==> src/rtl/fibonacci_generator_pkg.sv <==
// Shared constants for the Fibonacci sequence source: default width and the
// reset/initial terms.
package fibonacci_generator_pkg;

    localparam int unsigned DefaultWidth = 8;
    localparam int unsigned InitCur      = 0;
    localparam int unsigned InitNxt      = 1;

endpackage

==> src/rtl/fibonacci_generator.sv <==
// Free-running Fibonacci term source. It freezes at the last representable
// term and raises a sticky overflow flag.
module fibonacci_generator
    import fibonacci_generator_pkg::*;
#(
    parameter int unsigned WIDTH = DefaultWidth
) (
    input  logic             clk,
    input  logic             rst,
    input  logic             enble,
    output logic [WIDTH-1:0] fib_out,
    output logic             overflow
);

    localparam logic [WIDTH:0] MaxTerm = {1'b0, {WIDTH{1'b1}}};

    // The initializers match the reset values, so the block behaves the same
    // when it is never reset.
    logic [WIDTH-1:0] r_cur = WIDTH'(InitCur);
    logic [WIDTH:0]   r_nxt = (WIDTH + 1)'(InitNxt);
    logic             r_ovf = 1'b0;

    logic           w_fits;
    logic [WIDTH:0] w_sum;

    // The sum cannot wrap. It is only used when both operands are at most
    // 2^WIDTH-1.
    assign w_fits = (r_nxt <= MaxTerm);
    assign w_sum  = {1'b0, r_cur} + r_nxt;

    always_ff @(posedge clk) begin
        if (rst) begin
            r_cur <= WIDTH'(InitCur);
            r_nxt <= (WIDTH + 1)'(InitNxt);
            r_ovf <= 1'b0;
        end else if (enble && !r_ovf) begin
            if (w_fits) begin
                r_cur <= r_nxt[WIDTH-1:0];
                r_nxt <= w_sum;
            end else begin
                r_ovf <= 1'b1;
            end
        end
    end

    assign fib_out  = r_cur;
    assign overflow = r_ovf;

endmodule

==> config.mk <==
export PLATFORM = sky130hd
export DESIGN_NAME = fibonacci_generator
export DESIGN_NICKNAME = d
export VERILOG_FILES = /design/src/rtl/fibonacci_generator_pkg.sv /design/src/rtl/fibonacci_generator.sv
export SDC_FILE = /design/constraint.sdc
export NUM_CORES = 1
export LEC_CHECK = 0
export CAP_MARGIN = 5
export CORE_UTILIZATION = 40
export CTS_CLUSTER_DIAMETER = 60
export DETAILED_ROUTE_END_ITERATION = 10
export SETUP_SLACK_MARGIN = 0.02
export SYNTH_ARGS = -nofsm -noshare
export SYNTH_HDL_FRONTEND = slang
export SYNTH_SLANG_ARGS = --single-unit
==> constraint.sdc <==
create_clock -name clk -period 3.6 [get_ports clk]
set_input_delay 0.36 -clock clk [delete_from_list [all_inputs] [get_ports clk]]
set_output_delay 0.36 -clock clk [all_outputs]
set_load 0.03 [all_outputs]
==> flow_summary.json <==
{
  "p_total_mw": 0.379,
  "drc": 0,
  "drt-total-wl_mm": 2.00,
  "core_um2": 2250,
  "m1WireLength_mm": 1.01,
  "max_freq_mhz": 479,
  "finalCritPeriodShare_pct": 58.0,
  "syn_inst": 118,
  "outcome": "finished clean",
  "clk_pin_slew_ns": 0.12,
  "rows": 17,
  "r2r-end": "r_nxt[6]$_SDFFE_PP0P_",
  "r2r-start": "fib_out[0]$_SDFFE_PP0P_",
  "grt_remaining_overflow": 0,
  "cts_resized": 0,
  "setup_tns_ns": 0,
  "relSlewSlack_pct": 39.9,
  "fill_cells": 248,
  "grt_use_total_pct": 18.5,
  "syn_area_um2": 970,
  "skew_ns": 0.0117,
  "clk-insertion-delay-late_ns": 0.31,
  "fp.dieW_um": 51.2,
  "clkSinkCount": 18,
  "crit_family": "compound AO/OA/AOI/OAI gates",
  "diodes": 0,
  "holdBufCountCts": 0,
  "cp-startpoint": "fib_out[0]$_SDFFE_PP0P_",
  "crit_end": "r_nxt[6]$_SDFFE_PP0P_",
  "start_util_pct": 43.0,
  "grt_first_pass_wirelength_mm": 3.57,
  "crit_required_ns": 3.86,
  "gp_congestion": 0.773,
  "cts_buffers": 3,
  "crit_fanout": 3,
  "top_layer": "met4",
  "yosys_warnings": 0,
  "r2r_slack_ns": 1.51,
  "vdd_drop_max_uv": 214,
  "powerDensity_nw_per_um2": 336,
  "viasPerCell": 5.59,
  "startpoint_type": "flop",
  "cts_tree": "built",
  "dieArea_um2": 2630,
  "dr_wl_met2_um": 893,
  "drive_gt1_share_pct": 3.94,
  "crit_cells": 6,
  "crit_buf_inv": 0,
  "ys_types": 34,
  "synth.avg_cell_area_um2": 8.22,
  "io_pins": 12,
  "io_buffers": 11,
  "syn_to_final_growth_pct": 16.3,
  "worstMarginPinSlew_ns": 0.899,
  "routedWlPerCell_um": 12.9,
  "syn_nets": 130,
  "clockBufferDepth": 2,
  "synth_seq_cells": 18,
  "path_cells": "ha_1, fa_1, a211oi_1, o21ai_0, a2111o_1, nand3_1",
  "ys_seq_area_share_pct": 37.2,
  "h-tree-depth": 1,
  "final_nets": 140,
  "ant_nets": 0,
  "drt_iter0_markers": 11,
  "hpwl_mm": 1.39,
  "synth-compound-area-share_pct": 21.7,
  "synth_top_family_by_area": "simple AND/OR/NAND/NOR gates",
  "path_class": "reg2reg",
  "finalHoldViolCount": 0,
  "synth_adder_area_share_pct": 12.4,
  "cts-root-buf": "clkbuf_4",
  "vias": 867,
  "synthXorXnorAreaFrac_pct": 0.903,
  "die_h_um": 51.2,
  "maxCapViolCount": 0,
  "worstHoldPathType": "reg2reg",
  "period_minus_slack_ns": 2.09,
  "post-cts-setup-buffers": 0,
  "leakagePower_nw": 0.465,
  "arrival_ns": 2.35,
  "grt_pass1_vias": 841,
  "synth-simple-area-share_pct": 24.6,
  "antenna_found_initial": 0,
  "first_pass_iters": 4,
  "grt_max_degree": 25,
  "setup_violations": 0,
  "max_stage_delay_ns": 0.44,
  "rsz0062_at_grt": "no",
  "rr_worst_depth": 6,
  "cpMaxStageDelayCell": "a2111o_1",
  "cp-end-kind": "flop",
  "wl_met3_um": 49,
  "synthMuxAreaShare_pct": 0,
  "maxSlewViolCount": 0
}
-- layout make-up --
cell class / count / area, um2 / share of cell area, %
Clock buffer: 4 / 36.3 / 3.22
Inverter: 2 / 7.51 / 0.666
Multi-Input combinational cell: 92 / 578 / 51.3
Sequential cell: 18 / 360 / 32.0
Tap cell: 28 / 35.0 / 3.11
Timing Repair Buffer: 11 / 110 / 9.77
-- metrics by stage --
stage	setup slack (ns)	cells	area (um2)	hold WS (ns)	utilization, %
detailed placement	1.20	151	1090	0.469	48.4
CTS	1.48	155	1130	0.477	50.0
finish	1.51	155	1130	0.465	50.0
global route	1.32	155	1130	0.503	50.0
floorplan	1.52	118	970	0.449	-
global placement	1.25	151	1090	0.465	48.4
-- cell usage in the layout (no fill, tap or decap), drive strengths merged, types with 2 or more instances in the layout --
master,synthesis,layout
a211oi,5,5
a21o,2,2
a21oi,13,13
clkbuf,4,4
clkdlybuf4s50,0,11
dfxtp,18,18
ha,8,8
inv,2,2
nand2,24,24
nand3,7,7
nor2,5,5
nor2b,3,3
nor3,3,3
o21ai,3,3
-- cells in the mapped netlist --
master	instances	area share, %
a2111o_1	1	1.2
a211oi_1	5	3.9
a21o_1	2	1.5
a21oi_1	13	6.7
a221oi_1	1	0.90
a31oi_1	1	0.65
and2_1	1	0.65
buf_1	1	0.39
buf_2	1	0.52
clkbuf_1	4	1.5
dfxtp_1	18	37
fa_1	1	2.1
ha_1	8	10
inv_1	2	0.77
nand2_1	24	9.3
nand3_1	7	3.6
nand3b_1	1	0.77
nor2_1	5	1.9
nor2b_1	3	1.9
nor3_1	3	1.5
nor4b_1	1	0.90
o21ai_0	3	1.5
o21bai_1	1	0.77
o221ai_1	1	0.90
o22a_1	1	0.90
o311a_1	1	1.0
o311ai_1	1	0.90
o31ai_1	1	0.77
or2_2	1	0.65
or3_1	1	0.65
or3b_1	1	0.90
or4_1	1	0.77
or4b_1	1	1.0
xnor2_1	1	0.90
-- kinds of logic after synthesis --
kind of cell / Yosys count
flops: 18
buf+inv: 8
fa+ha+maj: 9
simple gates: 50
xor+xnor: 1
compound gates: 32
-- worst register-to-register path, delay by kind of cell, from the launching register on --
kind	cells	cell delay (ns)
adder cells (fa/ha/maj)	2	0.67
AO/OA/AOI/OAI	3	0.96
AND/OR/NAND/NOR	1	0.08
flip-flops	1	0.34
-- metal layers --
layer / up-vias / track usage (%)
li1: 442 / -
met1: 410 / 23.4
met2: 10 / 29.6
met3: 5 / 3.87
met4: 0 / 9.46
met5: - / 0
-- how the worst min path moves through the flow --
stage                                      from                      end  slack [ns]  cells past startpoint
final                     r_nxt[7]$_SDFFE_PP0P_  fib_out[7]$_SDFFE_PP0P_        0.47                      2
after global routing      r_nxt[3]$_SDFFE_PP0P_  fib_out[3]$_SDFFE_PP0P_        0.50                      2
after CTS                 r_nxt[7]$_SDFFE_PP0P_  fib_out[7]$_SDFFE_PP0P_        0.48                      2
after detailed placement  r_nxt[5]$_SDFFE_PP0P_  fib_out[5]$_SDFFE_PP0P_        0.47                      2
after global placement    r_nxt[0]$_SDFFE_PP1P_  fib_out[0]$_SDFFE_PP0P_        0.47                      2
after floorplan           r_nxt[5]$_SDFFE_PP0P_  fib_out[5]$_SDFFE_PP0P_        0.45                      2
-- state kept, by name, indices dropped and copies added, names as in the netlist --
signal	count
fib_out	8
r_nxt	9
overflow	1
-- power breakdown --
| group | leakage, nW | internal (mW) | switching [mW] | total (mW) |
|---|---|---|---|---|
| clock network | 0.0210 | 0.0618 | 0.0691 | 0.131 |
| logic | 0.298 | 0.0149 | 0.0247 | 0.0396 |
| registers | 0.146 | 0.204 | 0.00433 | 0.208 |
Note: power is estimated with default switching activity, not from simulation.
